File: src/rtl/snowball_port_arbiter.sv
// Three-port (T/D/I) arbiter in front of the cache/MMU, one transaction in flight.
// Define SNOWBALL_ARB_RR_EN to alternate D and I grants; T always wins.
module snowball_port_arbiter #(
    parameter logic [7:0] WD_LIMIT = 8'd200
) (
    input  logic        CPU_CLK,
    input  logic        RST,
    input  logic        i_req,
    input  logic [31:0] i_addr,
    output logic        i_ack,
    output logic        i_fault,
    input  logic        d_req,
    input  logic        d_we,
    input  logic [31:0] d_addr,
    input  logic [31:0] d_wdata,
    output logic        d_ack,
    output logic        d_fault,
    input  logic        t_req,
    input  logic [31:0] t_addr,
    input  logic [31:0] t_wdata,
    output logic        t_ack,
    output logic [31:0] rdata,
    output logic [31:0] cache_precycle_addr,
    output logic [31:0] cache_datao,
    output logic        cache_precycle_we,
    output logic        cache_precycle_enable,
    output logic        WE_TLB,
    input  logic        cache_busy,
    input  logic [31:0] cache_datai,
    input  logic        MMU_FAULT,
    output logic        wd_err
);

    localparam int unsigned AW  = 32;
    localparam int unsigned DW  = 32;
    localparam int unsigned WDW = 8;

    typedef enum logic [2:0] {
        ST_IDLE  = 3'd0,
        ST_ISSUE = 3'd1,
        ST_LOOK  = 3'd2,
        ST_CHECK = 3'd3,
        ST_WAIT  = 3'd4
    } state_t;

    typedef enum logic [1:0] {
        PORT_I = 2'd0,
        PORT_D = 2'd1,
        PORT_T = 2'd2
    } port_t;

    state_t           r_state;
    port_t            r_port;
    logic [AW-1:0]    r_addr;
    logic [DW-1:0]    r_wdata;
    logic             r_we_lat;
    logic             r_pc_we;
    logic             r_pc_en;
    logic             r_we_tlb;
    logic [WDW-1:0]   r_wd;
`ifdef SNOWBALL_ARB_RR_EN
    logic             r_rr_d;
`endif

    logic             w_grant;
    port_t            w_win;
    logic [AW-1:0]    w_addr;
    logic [DW-1:0]    w_wdata;
    logic             w_we;
    logic             w_mmu_fault;
    logic             w_chk_done;
    logic             w_wait_done;
    logic             w_wd_hit;
    logic             w_done;
    logic             w_fault;
    logic             w_rd_done;

    // Winner selection; only consumed while idle.
    always_comb begin
        w_grant = 1'b0;
        w_win   = PORT_D;
        if (t_req) begin
            w_grant = 1'b1;
            w_win   = PORT_T;
        end
`ifdef SNOWBALL_ARB_RR_EN
        else if (d_req && i_req) begin
            w_grant = 1'b1;
            w_win   = r_rr_d ? PORT_D : PORT_I;
        end
`endif
        else if (d_req) begin
            w_grant = 1'b1;
            w_win   = PORT_D;
        end else if (i_req) begin
            w_grant = 1'b1;
            w_win   = PORT_I;
        end
    end

    // Operand mux for the winner; fetches and TLB writes never write the cache.
    always_comb begin
        w_addr  = d_addr;
        w_wdata = d_wdata;
        w_we    = 1'b0;
        case (w_win)
            PORT_T: begin
                w_addr  = t_addr;
                w_wdata = t_wdata;
            end
            PORT_D: begin
                w_addr  = d_addr;
                w_wdata = d_wdata;
                w_we    = d_we;
            end
            default: begin
                w_addr  = i_addr;
                w_wdata = d_wdata;
            end
        endcase
    end

    // Completion decode from registered state plus live cache status.
    assign w_mmu_fault = MMU_FAULT && (r_port != PORT_T);
    assign w_chk_done  = (r_state == ST_CHECK) && (w_mmu_fault || !cache_busy);
    assign w_wait_done = (r_state == ST_WAIT) && !cache_busy;
    assign w_wd_hit    = (r_state == ST_WAIT) && cache_busy && (r_wd == WD_LIMIT);
    assign w_done      = w_chk_done || w_wait_done || w_wd_hit;
    assign w_fault     = ((r_state == ST_CHECK) && w_mmu_fault) || w_wd_hit;
    assign w_rd_done   = w_done && !w_fault && (r_port != PORT_T) && !r_we_lat;

    assign i_ack   = w_done && (r_port == PORT_I);
    assign d_ack   = w_done && (r_port == PORT_D);
    assign t_ack   = w_done && (r_port == PORT_T);
    assign i_fault = i_ack && w_fault;
    assign d_fault = d_ack && w_fault;
    assign wd_err  = w_wd_hit;
    assign rdata   = w_rd_done ? cache_datai : '0;

    assign cache_precycle_addr   = r_addr;
    assign cache_datao           = r_wdata;
    assign cache_precycle_we     = r_pc_we;
    assign cache_precycle_enable = r_pc_en;
    assign WE_TLB                = r_we_tlb;

    // Transaction FSM; strobes are set on grant so they are high only in ISSUE.
    always_ff @(posedge CPU_CLK) begin
        if (!RST) begin
            r_state  <= ST_IDLE;
            r_port   <= PORT_I;
            r_addr   <= '0;
            r_wdata  <= '0;
            r_we_lat <= 1'b0;
            r_pc_we  <= 1'b0;
            r_pc_en  <= 1'b0;
            r_we_tlb <= 1'b0;
            r_wd     <= '0;
`ifdef SNOWBALL_ARB_RR_EN
            r_rr_d   <= 1'b1;
`endif
        end else begin
            r_pc_we  <= 1'b0;
            r_pc_en  <= 1'b0;
            r_we_tlb <= 1'b0;
            case (r_state)
                ST_IDLE: begin
                    if (w_grant) begin
                        r_port   <= w_win;
                        r_addr   <= w_addr;
                        r_wdata  <= w_wdata;
                        r_we_lat <= w_we;
                        r_pc_we  <= w_we;
                        r_pc_en  <= (w_win != PORT_T);
                        r_we_tlb <= (w_win == PORT_T);
                        r_state  <= ST_ISSUE;
`ifdef SNOWBALL_ARB_RR_EN
                        if (w_win != PORT_T) begin
                            r_rr_d <= (w_win == PORT_I);
                        end
`endif
                    end
                end
                ST_ISSUE: r_state <= ST_LOOK;
                ST_LOOK:  r_state <= ST_CHECK;
                ST_CHECK: begin
                    if (w_chk_done) begin
                        r_state <= ST_IDLE;
                    end else begin
                        r_state <= ST_WAIT;
                        r_wd    <= '0;
                    end
                end
                ST_WAIT: begin
                    if (w_wait_done || w_wd_hit) begin
                        r_state <= ST_IDLE;
                    end else begin
                        r_wd <= r_wd + WDW'(1);
                    end
                end
                default: r_state <= ST_IDLE;
            endcase
        end
    end

endmodule

File: config.mk
export PLATFORM = sky130hd
export DESIGN_NAME = snowball_port_arbiter
export DESIGN_NICKNAME = d
export VERILOG_FILES = /design/src/rtl/snowball_port_arbiter.sv
export SDC_FILE = /design/constraint.sdc
export NUM_CORES = 1
export LEC_CHECK = 0
export CAP_MARGIN = 20
export CORE_AREA = 2 2 117 119
export DETAILED_ROUTE_END_ITERATION = 12
export DIE_AREA = 0 0 119 121
export PLACE_DENSITY = 0.77
export SLEW_MARGIN = 20
export SYNTH_ARGS = -nofsm -noshare
export SYNTH_HDL_FRONTEND = slang
export SYNTH_SLANG_ARGS = --single-unit
File: constraint.sdc
create_clock -name CPU_CLK -period 4.64 [get_ports CPU_CLK]
set_input_delay 1.392 -clock CPU_CLK [delete_from_list [all_inputs] [get_ports CPU_CLK]]
set_output_delay 1.392 -clock CPU_CLK [all_outputs]
set_load 0.05 [all_outputs]
=== Yosys cells after proc, flatten, opt, wreduce, memory -nomap -nowiden ===
Cells that the tools add are included.

* Flip-flop bits (word level): 81
* Input port bits: 200
* Word-level logic and storage cells: 71
* Output and inout port bits: 105

* Eq/ne operators: 15
* Muxes and demuxes: 17
* $add $sub $neg: 1
* Reductions and logical operators: 29

{| class="wikitable"
|+ Operators with widths
! cell !! count
|-
| 2-to-1 mux 32 bit || 2
|-
| case mux 32 bit (2 select lines) || 1
|-
| 2-to-1 mux 8 bit || 2
|-
| case mux 8 bit (2 select lines) || 1
|-
| case mux 3 bit (5 select lines) || 1
|-
| logical AND 1 bit || 14
|-
| != test 2 bit (second input constant) || 5
|-
| 2-to-1 mux 3 bit || 3
|-
| adder 8 x 1 -> 8 bit (second input constant) || 1
|-
| == test 8 bit (second input constant) || 1
|-
| == test 3 x 2 -> 1 bit (second input constant) || 2
|-
| 2-to-1 mux 1 bit || 6
|-
| AND reduction 3 bit || 2
|-
| logical OR 1 bit || 5
|-
| == test 2 x 1 -> 1 bit (second input constant) || 2
|-
| == test 2 bit (second input constant) || 2
|-
| AND reduction 2 bit || 2
|-
| == test 3 x 1 -> 1 bit (second input constant) || 1
|-
| == test 3 bit (second input constant) || 1
|-
| zero test 1 bit || 3
|-
| zero test 3 bit || 1
|-
| zero test 2 bit || 1
|-
| 2-to-1 mux 2 bit || 1
|-
| != test 2 x 1 -> 1 bit (second input constant) || 1
|-
| nonzero test 2 bit || 1
|}

=== Logic depth before layout (Yosys ltp) ===
Gate-level depths: netlist of run 1.

* Word-level depth: 10
* Gate-level depth with buffers: 7
* Gate-level depth less buffers: 6

=== Least setup slack after synthesis of run 1 ===
Ideal clock, no wire load.

* Path type: input port to output port
* Start point: in cache_busy
* End point: out i_fault
* Required time: 3.248 ns
* Arrival time: 3.535 ns
* Cell stages on the path: 4
* Setup slack: -0.287 ns
* Buffers on the path: 0
* Path through: nand4b_4 > nor4_4 > and2b_2 > nor3_1

* Elaborated cells on any way between the ends: 11
* Those cells by class: reduce/logical (11)

{| class="wikitable"
|+ RTL lines
! element !! line !! text
|-
| from (decl) || 28 || <nowiki>input logic cache_busy,</nowiki>
|-
| logical AND 1 bit * (2 in a row) || 127 || <nowiki>assign w_wd_hit = (r_state == ST_WAIT) && cache_busy && (r_wd == WD_LIMIT);</nowiki>
|-
| via wd_err || 31 || <nowiki>output logic wd_err</nowiki>
|-
| logical OR 1 bit || 128 || <nowiki>assign w_done = w_chk_done || w_wait_done || w_wd_hit;</nowiki>
|-
| logical AND 1 bit || 132 || <nowiki>assign i_ack = w_done && (r_port == PORT_I);</nowiki>
|-
| logical AND 1 bit * || 135 || <nowiki>assign i_fault = i_ack && w_fault;</nowiki>
|-
| to (decl) || 11 || <nowiki>output logic i_fault,</nowiki>
|}

Mark *: on every way through the listed nets, which the timed path passes. The rest lies on a longest branch.

=== Worst setup path after layout of run 1 ===
* Start point: in cache_busy
* End point: out rdata[27]

* Longest elaborated chain between the ends: 9
* Elaborated cells on any way between the ends: 14
* Those cells by class: mux (1); reduce/logical (13)

{| class="wikitable"
|+ RTL lines
! element !! line !! text
|-
| zero test 1 bit || 125, 126 ||
|-
| logical OR 1 bit || 125 || <nowiki>assign w_chk_done = (r_state == ST_CHECK) && (w_mmu_fault || !cache_busy);</nowiki>
|-
| logical AND 1 bit || 125 ||
|-
| logical OR 1 bit (2 in a row) || 128 ||
|-
| logical AND 1 bit * (3 in a row) || 130 || <nowiki>assign w_rd_done = w_done && !w_fault && (r_port != PORT_T) && !r_we_lat;</nowiki>
|-
| 2-to-1 mux 32 bit * || 138 || <nowiki>assign rdata = w_rd_done ? cache_datai : '0;</nowiki>
|-
| to (decl) || 22 || <nowiki>output logic [31:0] rdata,</nowiki>
|}

Mark *: on every way between the ends. The rest lies on a longest branch, timed or not.

==> results of run 1 <==
-- cell type report --
class,count,area share [%]
Clock buffer,11,3.260
Sequential cell,81,20.91
Clock inverter,5,0.4841
Timing Repair Buffer,311,39.89
Multi-Input combinational cell,341,32.39
Antenna cell,1,0.03227
Tap cell,176,2.840
Inverter,4,0.1936
-- final timing paths --
| check | from | to | slack [ns] | cells past startpoint |
|---|---|---|---|---|
| max | cache_busy | rdata[27] | 0.15 | 6 |
| min | cache_precycle_addr[12] | cache_precycle_addr[12] | 0.47 | 2 |
| max reg2reg | r_state[1] | cache_precycle_addr[13] | 2.54 | 4 |
| min reg2reg | cache_precycle_addr[12] | cache_precycle_addr[12] | 0.47 | 2 |
-- through the flow --
stage / util (%) / worst slack, ns / hold slack (ns) / std cells
final: 59.26 / 0.1491 / 0.4702 / 930
after global routing: 59.26 / 0.001623 / 0.4886 / 930
after CTS: 59.03 / 0.1172 / 0.4739 / 928
after detailed placement: 56.81 / 0.1223 / 0.4628 / 912
after global placement: 56.81 / 0.1852 / 0.4557 / 912
after floorplan: - / 0.09176 / 0.4389 / 464
-- critical path: stages --
cell             delay, ns
clkdlybuf4s50_1       0.54
nand4b_4              0.15
nor4_4                0.29
and4bb_4              0.32
and2_2                0.21
buf_4                 0.18
-- flip-flops by register name, summed over array words and instances (netlist names) --
name / count
r_we_lat: 1
cache_precycle_addr: 32
cache_precycle_enable: 1
cache_datao: 32
cache_precycle_we: 1
r_state: 3
r_wd: 8
r_port: 2
WE_TLB: 1
-- metal layers --
metal | vias to the layer above | part of all wire [%]
li1 | 2233 | -
met1 | 2042 | 36
met2 | 209 | 52
met3 | 23 | 9.0
met4 | 0 | 2.6
met5 | - | 0
-- report_power, final --
group	switching (mW)	internal, mW
clock	0.285	0.394
combinational	0.497	0.389
sequential	0.0447	0.774
total	0.826	1.56
-- cells by family after synthesis --
| logic type | synth area share (%) |
|---|---|
| simple gates | 19.34 |
| mux | 23.87 |
| compound gates | 13.20 |
| flops | 37.19 |
| buf+inv | 5.624 |
| fa+ha+maj | 0.5738 |
| xor+xnor | 0.2009 |
-- cells in the final DEF, fill, tap and decap left out, types with 2 or more instances in the layout --
cell	count
nand2b_1	8
a31oi_1	5
inv_6	2
a21oi_1	5
and2_1	11
inv_1	4
and2_2	23
o21ai_0	4
ha_1	2
nand3_1	6
nor3_2	2
buf_12	6
clkbuf_16	9
clkinvlp_4	2
dfxtp_1	81
a211oi_1	32
clkdlybuf4s50_1	265
buf_4	39
clkbuf_8	2
o22ai_1	32
and3_1	2
nor3_1	5
mux2i_1	68
nor2_1	43
mux2_2	32
nand2_1	40
==> flow_summary.json, run 1 <==
{
  "worst_ep_required_time_ns": 3.25,
  "placementRows": 42,
  "root_buffer": "clkbuf_16",
  "timing.slew.headroom_pct": 36.49,
  "status": "completed",
  "synth_top_area_share_pct": 37.19,
  "endpoint_kind": "primary output",
  "coreArea_um2": 13090,
  "multi_input_comb_area_um2": 2511,
  "finalCritPeriodShare_pct": 96.79,
  "ys_ff_latch": 81,
  "grt_pass1_wl_um": 22050,
  "grtUsageMet2_pct": 35.74,
  "numCtsBuffers": 9,
  "die_area_um2": 14400,
  "vias": 4507,
  "rsz0062_at_grt": "false",
  "yosysSeqAreaShare_pct": 37.19,
  "grt_pass1_vias": 4458,
  "ys.flop_type": "dfxtp_1",
  "cts_resized": 0,
  "gr-usage-met1_pct": 19.21,
  "syn_area_per_cell_um2": 9.397,
  "start_util_pct": 33.32,
  "finClkSkew_ns": 0.007585,
  "yosys.area.top_type": "dfxtp_1",
  "synth_area_um2": 4360,
  "floorplan.die.height_um": 121,
  "min_path_type": "flip-flop to flip-flop",
  "tightest_slew_ns": 0.9507,
  "slew_viol_final": 0,
  "period_minus_slack_ns": 4.491,
  "finalPower_mw": 2.384,
  "grt-busiest-layer": "met2",
  "syn_nets": 666,
  "setup_viol": 0,
  "io_buffers": 304,
  "htreeDepth": 3,
  "ant_nets": 0,
  "yosysMostFrequentCell": "dfxtp_1",
  "grt_use_met3_pct": 6.908,
  "num-nets-final": 950,
  "maxCapViolations": 0,
  "drtPass1Iterations": 4,
  "ir_drop_mv": 0.1778,
  "area_growth_pct": 77.82,
  "synthTopCellsByCount": "81 x dfxtp_1, 68 x mux2i_1, 43 x nor2_1",
  "tns_ns": 0,
  "synth_warnings": 0,
  "track_usage_pct": 19.09,
  "die_w_um": 119,
  "ioPinCount": 305,
  "clock_path_buffers": 2,
  "p_per_area_nw_per_um2": 307.4,
  "drive_above_1_share_pct": 17.00,
  "seqCellArea_um2": 1622,
  "grt_max_degree": 75,
  "stdcell_area_um2": 7754,
  "hold_viol_final": 0,
  "path_clk_slew_ns": 0.06,
  "postCtsHoldBufs": 0,
  "vias_per_cell": 4.846,
  "ys_top_cells_by_area": "dfxtp_1 37%, mux2i_1 16%, mux2_2 8.3%, a211oi_1 5.5%, o22ai_1 4.6%",
  "crit_fanout": 32,
  "post-cts-setup-buffer-count": 0,
  "arrival_ns": 3.10,
  "startpoint_type": "primary input",
  "cts_tree": "built",
  "numClockSinks": 81,
  "syn_inst": 464,
  "p_leak_nw": 3.121,
  "drtIter0Drc": 136,
  "max_freq_ghz": 0.2227,
  "wl_per_cell_um": 15.25,
  "crit_type": "primary input to primary output",
  "gp_congestion": 0.8420,
  "drc": 0,
  "grt_antenna_before_repair": 1,
  "yosysUniqueCellTypes": 43,
  "place_hpwl_um": 11140,
  "wirelength_um": 14180,
  "async_flop_share_pct": 0,
  "post_dp_cell_area_um2": 7433,
  "clock_latency_ns": 0.33,
  "grt-ovfl-total": 0,
  "fill_cells": 1115,
  "synth_edf_count": 0
}
No activity file was read; power rests on OpenSTA's default activity.
==> run 2: changes to the inputs <==
--- a/config.mk
+++ b/config.mk
@@ -6,10 +6,10 @@
 export NUM_CORES = 1
 export LEC_CHECK = 0
 export CAP_MARGIN = 20
-export CORE_AREA = 2 2 117 119
+export CORE_AREA = 2 2 118 120
 export DETAILED_ROUTE_END_ITERATION = 12
-export DIE_AREA = 0 0 119 121
-export PLACE_DENSITY = 0.77
+export DIE_AREA = 0 0 120 122
+export DONT_BUFFER_PORTS = 1
 export SLEW_MARGIN = 20
 export SYNTH_ARGS = -nofsm -noshare
 export SYNTH_HDL_FRONTEND = slang
==> run 2 against run 1 <==
Against the previous run: clock power rose by 4.0%; total power is 13% lower; largest power group is now sequential cells; via count decreased by 24%; critical path type unchanged; final cell count is 32% lower; design area is 39% lower; routed wire length decreased by 15%; highest routed layer is now met5; register-to-register slack worse by 0.16 ns; largest cell class is now multi-input gates; first-iteration DRC count decreased by 7.4%; utilization shrank 24 points.
==> flow_summary.json, run 2 (synthesis results as in run 1) <==
{
  "status": "completed",
  "hold_viol_final": 0,
  "coreArea_um2": 13500,
  "tightest_slew_ns": 0.9032,
  "stdcell_area_um2": 4732,
  "root_buffer": "clkbuf_16",
  "grt_antenna_before_repair": 3,
  "path_buf_inv": 0,
  "slew_viol_final": 0,
  "tns_ns": 0,
  "clock_path_buffers": 2,
  "numCtsBuffers": 9,
  "io_buffers": 0,
  "post_dp_cell_area_um2": 4433,
  "max_freq_ghz": 0.2508,
  "grt_max_degree": 70,
  "crit_fanout": 32,
  "layout_commonest_cell": "dfxtp_1",
  "swShare_pct": 36.00,
  "diodes": 0,
  "floorplan.die.height_um": 122,
  "cts_resized": 0,
  "grt_pass1_wl_um": 17440,
  "endpoint_kind": "primary output",
  "crit_chain": "nand4b_4 -> nor4_4 -> and4bb_4 -> and2_1",
  "power.share.sequential_pct": 52.8,
  "ir_drop_mv": 0.1842,
  "cts_tree": "built",
  "p_per_area_nw_per_um2": 437.1,
  "place_hpwl_um": 9226,
  "wl_per_cell_um": 19.17,
  "drc": 0,
  "grt_pass1_vias": 3328,
  "slowest_stage": "and4bb_4",
  "worst_ep_required_time_ns": 3.25,
  "rsz0062_at_grt": "false",
  "cp_top_family": "simple AND/OR/NAND/NOR gates",
  "p_leak_nw": 1.875,
  "area_growth_pct": 8.522,
  "startpoint_type": "primary input",
  "vias": 3407,
  "drive_above_1_share_pct": 19.56,
  "timing.slew.headroom_pct": 39.66,
  "most-common-layout-cells": "81 x dfxtp_1, 68 x mux2i_1, 43 x nor2_1",
  "grt-ovfl-total": 0,
  "num-nets-final": 647,
  "drtPass1Iterations": 4,
  "path_clk_slew_ns": 0.06,
  "slowest_delay_ns": 0.53,
  "wirelength_um": 12080,
  "ioPinCount": 305,
  "finalCritPeriodShare_pct": 85.93,
  "maxCapViolations": 0,
  "htreeDepth": 3,
  "min_path_type": "flip-flop to flip-flop",
  "start_util_pct": 32.29,
  "arrival_ns": 2.60,
  "crit_type": "primary input to primary output",
  "postCtsHoldBufs": 0,
  "clock_latency_ns": 0.33,
  "power.net_switching_uw": 744.5,
  "track_usage_pct": 15.74,
  "setup_viol": 0,
  "die_area_um2": 14640,
  "vias_per_cell": 5.408,
  "finClkSkew_ns": 0.003851,
  "numClockSinks": 81,
  "drtIter0Drc": 126,
  "gp_congestion": 0.8276,
  "fill_cells": 1366,
  "internal-power_mw": 1.324,
  "clockPowerShare_pct": 34.1,
  "die_w_um": 120,
  "placementRows": 43,
  "combPwrFrac_pct": 13.1,
  "ant_nets": 0,
  "post-cts-setup-buffer-count": 0,
  "period_minus_slack_ns": 3.987
}
[run 2: per-stage QoR]
| step | hold slack (ns) | instances | total power, mW | worst slack, ns | utilization (%) |
|---|---|---|---|---|---|
| finish | 0.4719 | 630 | 2.068 | 0.6530 | 35.04 |
| global route | 0.5148 | 630 | 2.169 | 0.5965 | 35.04 |
| CTS | 0.4695 | 630 | 2.100 | 0.6612 | 35.04 |
| detailed placement | 0.4591 | 614 | 1.382 | 0.6621 | 32.83 |
| global placement | 0.4592 | 614 | 1.371 | 0.6873 | 32.83 |
| floorplan | 0.4389 | 464 | 1.359 | 0.09176 | - |
[run 2: layout make-up]
type	instances	area [um2]	share of cell area (%)
Tap cell	180	225.2	4.759
Inverter	4	15.01	0.3173
Timing Repair Buffer	8	60.06	1.269
Multi-Input combinational cell	341	2511	53.07
Clock buffer	12	246.5	5.209
Sequential cell	81	1622	34.27
Clock inverter	4	52.55	1.111
[run 2: worst min-delay path, stage by stage, from the launching register on]
cell	delay, ns
dfxtp_1	0.30
nand2b_1	0.06
a21oi_1	0.06
[run 2: final timing paths]
| kind | endpoint | slack, ns | start | depth (start not counted) |
|---|---|---|---|---|
| hold / removal | r_we_lat | 0.47 | r_we_lat | 2 |
| setup / recovery | rdata[9] | 0.65 | cache_busy | 4 |
| setup reg to reg | cache_datao[18] | 2.38 | r_state[0] | 5 |
| hold reg to reg | r_we_lat | 0.47 | r_we_lat | 2 |
[run 2: per-layer routing]
metal	GRT usage, %	share of wire [%]	vias up
met4	7.426	2.2	2
met3	5.524	9.9	20
met5	0	0.12	-
met2	28.52	51	198
li1	-	-	1625
met1	16.22	37	1562
[run 2: power by group through the flow]
stage	Sequential, mW	Clock, mW	Combinational [mW]
floorplan	1.08	0	0.275
global placement	1.11	0	0.266
detailed placement	1.11	0	0.275
CTS	1.09	0.732	0.275
global route	1.10	0.766	0.303
finish	1.09	0.706	0.272
==> run 3: changes to the inputs <==
--- a/config.mk
+++ b/config.mk
@@ -10,6 +10,7 @@
 export DETAILED_ROUTE_END_ITERATION = 12
 export DIE_AREA = 0 0 120 122
 export DONT_BUFFER_PORTS = 1
+export PLACE_DENSITY = 0.43
 export SLEW_MARGIN = 20
 export SYNTH_ARGS = -nofsm -noshare
 export SYNTH_HDL_FRONTEND = slang
==> run 3 against run 2 <==
Against the previous run: count of clock-buffer cells in the layout shrank 3; largest cell class unchanged; worst setup slack gained 0.073 ns; hold slack lost 0.0020 ns; utilization shrank 0.18 points; non-clock buffer count is the same; first-iteration DRC count shrank 6.3%; combinational power is essentially flat.
==> flow_summary.json, run 3 (synthesis results as in run 1) <==
{
  "startpoint_type": "primary input",
  "drc": 0,
  "dp.cells": 614,
  "die_area_um2": 14640,
  "crit_fanout": 32,
  "path_buf_inv": 0,
  "grt-ovfl-total": 0,
  "setup_viol": 0,
  "met3_length_um": 1019,
  "io_buffers": 0,
  "layout_commonest_cell": "dfxtp_1",
  "final_cells": 631,
  "cts_tree": "built",
  "slew_viol_final": 0,
  "maxCapViolations": 0,
  "status": "completed",
  "slowest_delay_ns": 0.49,
  "num-nets-final": 647,
  "finalCritPeriodShare_pct": 84.35,
  "wl_met2_um": 6123,
  "area_growth_pct": 7.977,
  "finalPower_mw": 2.018,
  "min_path_type": "flip-flop to flip-flop",
  "drtPass1Iterations": 4,
  "post-cts-setup-buffer-count": 0,
  "utilization_pct": 34.87,
  "crit_type": "primary input to primary output",
  "crit_chain": "nand4b_4 -> nor4_4 -> and4bb_4 -> and2_1",
  "met1_length_um": 4353,
  "multi_input_comb_area_um2": 2511,
  "power.net_switching_uw": 765.4,
  "grt_antenna_before_repair": 2,
  "track_usage_pct": 15.17,
  "stdcell_area_um2": 4708,
  "root_buffer": "clkbuf_16",
  "power.share.sequential_pct": 54.1,
  "grt_pass1_vias": 3106,
  "clockPowerShare_pct": 32.4,
  "wirelength_um": 11830,
  "period_minus_slack_ns": 3.914,
  "drive_above_1_share_pct": 20.00,
  "floorplan.die.height_um": 122,
  "cp_top_family": "simple AND/OR/NAND/NOR gates",
  "vias": 3332,
  "ioPinCount": 305,
  "numCtsBuffers": 9,
  "place_hpwl_um": 8837,
  "combPwrFrac_pct": 13.5,
  "grt_pass1_wl_um": 16860,
  "placementRows": 43,
  "tns_ns": 0,
  "start_util_pct": 32.29,
  "postCtsHoldBufs": 0,
  "cts_resized": 0,
  "arrival_ns": 2.52,
  "p_per_area_nw_per_um2": 428.6,
  "seqCellArea_um2": 1622,
  "internal-power_mw": 1.253,
  "slowest_stage": "and2_1",
  "timing.slew.headroom_pct": 38.28,
  "post_dp_cell_area_um2": 4433,
  "swShare_pct": 37.93,
  "fill_cells": 1365,
  "worst_ep_required_time_ns": 3.25,
  "endpoint_kind": "primary output",
  "htreeDepth": 3,
  "finClkSkew_ns": 0.005250,
  "tightest_slew_ns": 0.9238,
  "ir_drop_mv": 0.1469,
  "grt_max_degree": 70,
  "drtIter0Drc": 118,
  "routed.top_layer": "met4",
  "wl_per_cell_um": 18.75,
  "clock_path_buffers": 2,
  "path_clk_slew_ns": 0.06,
  "coreArea_um2": 13500,
  "clock_latency_ns": 0.34,
  "hold_viol_final": 0,
  "rsz0062_at_grt": "false",
  "vias_per_cell": 5.281,
  "most-common-layout-cells": "81 x dfxtp_1, 68 x mux2i_1, 43 x nor2_1",
  "ant_nets": 0,
  "max_freq_ghz": 0.2555,
  "p_leak_nw": 1.871,
  "die_w_um": 120,
  "numClockSinks": 81,
  "gp_congestion": 0.7378
}
## run 3: changes by cell type in the layout (fill, tap and decap cells not counted)
cell        before  now
bufinv_16        1    0
clkbuf_8         1    0
clkinvlp_4       3    2
clkbuf_1         2    0
diode_2          0    1
clkinv_4         0    2
clkinv_2         0    3
## run 3: cell type report
class	count	area share, %
Inverter	4	0.3189
Sequential cell	81	34.44
Clock inverter	7	1.010
Antenna cell	1	0.05315
Multi-Input combinational cell	341	53.34
Tap cell	180	4.783
Clock buffer	9	4.783
Timing Repair Buffer	8	1.276
## run 3: metrics by stage
| step | hold WS [ns] | setup slack [ns] |
|---|---|---|
| floorplan | 0.4389 | 0.09176 |
| global placement | 0.4629 | 0.7420 |
| detailed placement | 0.4608 | 0.7122 |
| CTS | 0.4712 | 0.7099 |
| global route | 0.5039 | 0.6383 |
| finish | 0.4699 | 0.7263 |
## run 3: worst paths after layout
check / start / to / slack, ns / cells past startpoint
max: cache_busy / rdata[15] / 0.73 / 4
min: r_we_lat / r_we_lat / 0.47 / 2
max reg2reg: r_state[0] / cache_datao[29] / 2.43 / 5
min reg2reg: r_we_lat / r_we_lat / 0.47 / 2
## run 3: worst reg2reg max path, cell delays in order (launching register included)
cell      delay (ns)
dfxtp_1         0.42
nor3_1          0.27
and2_4          0.64
buf_4           0.52
nor2_1          0.08
a211oi_1        0.20
## run 3: metal layers
| layer | global-route usage (%) | vias up |
|---|---|---|
| li1 | - | 1630 |
| met1 | 15.62 | 1486 |
| met2 | 27.70 | 199 |
| met3 | 4.307 | 17 |
| met4 | 8.382 | 0 |
| met5 | 0 | - |
## run 3: power by group through the flow
stage,logic (mW),registers [mW],clock network (mW)
2_1_floorplan,0.275,1.08,0
3_3_place_gp,0.273,1.11,0
3_5_place_dp,0.277,1.11,0
4_1_cts,0.277,1.10,0.683
5_1_grt,0.304,1.10,0.707
6_report,0.272,1.09,0.653
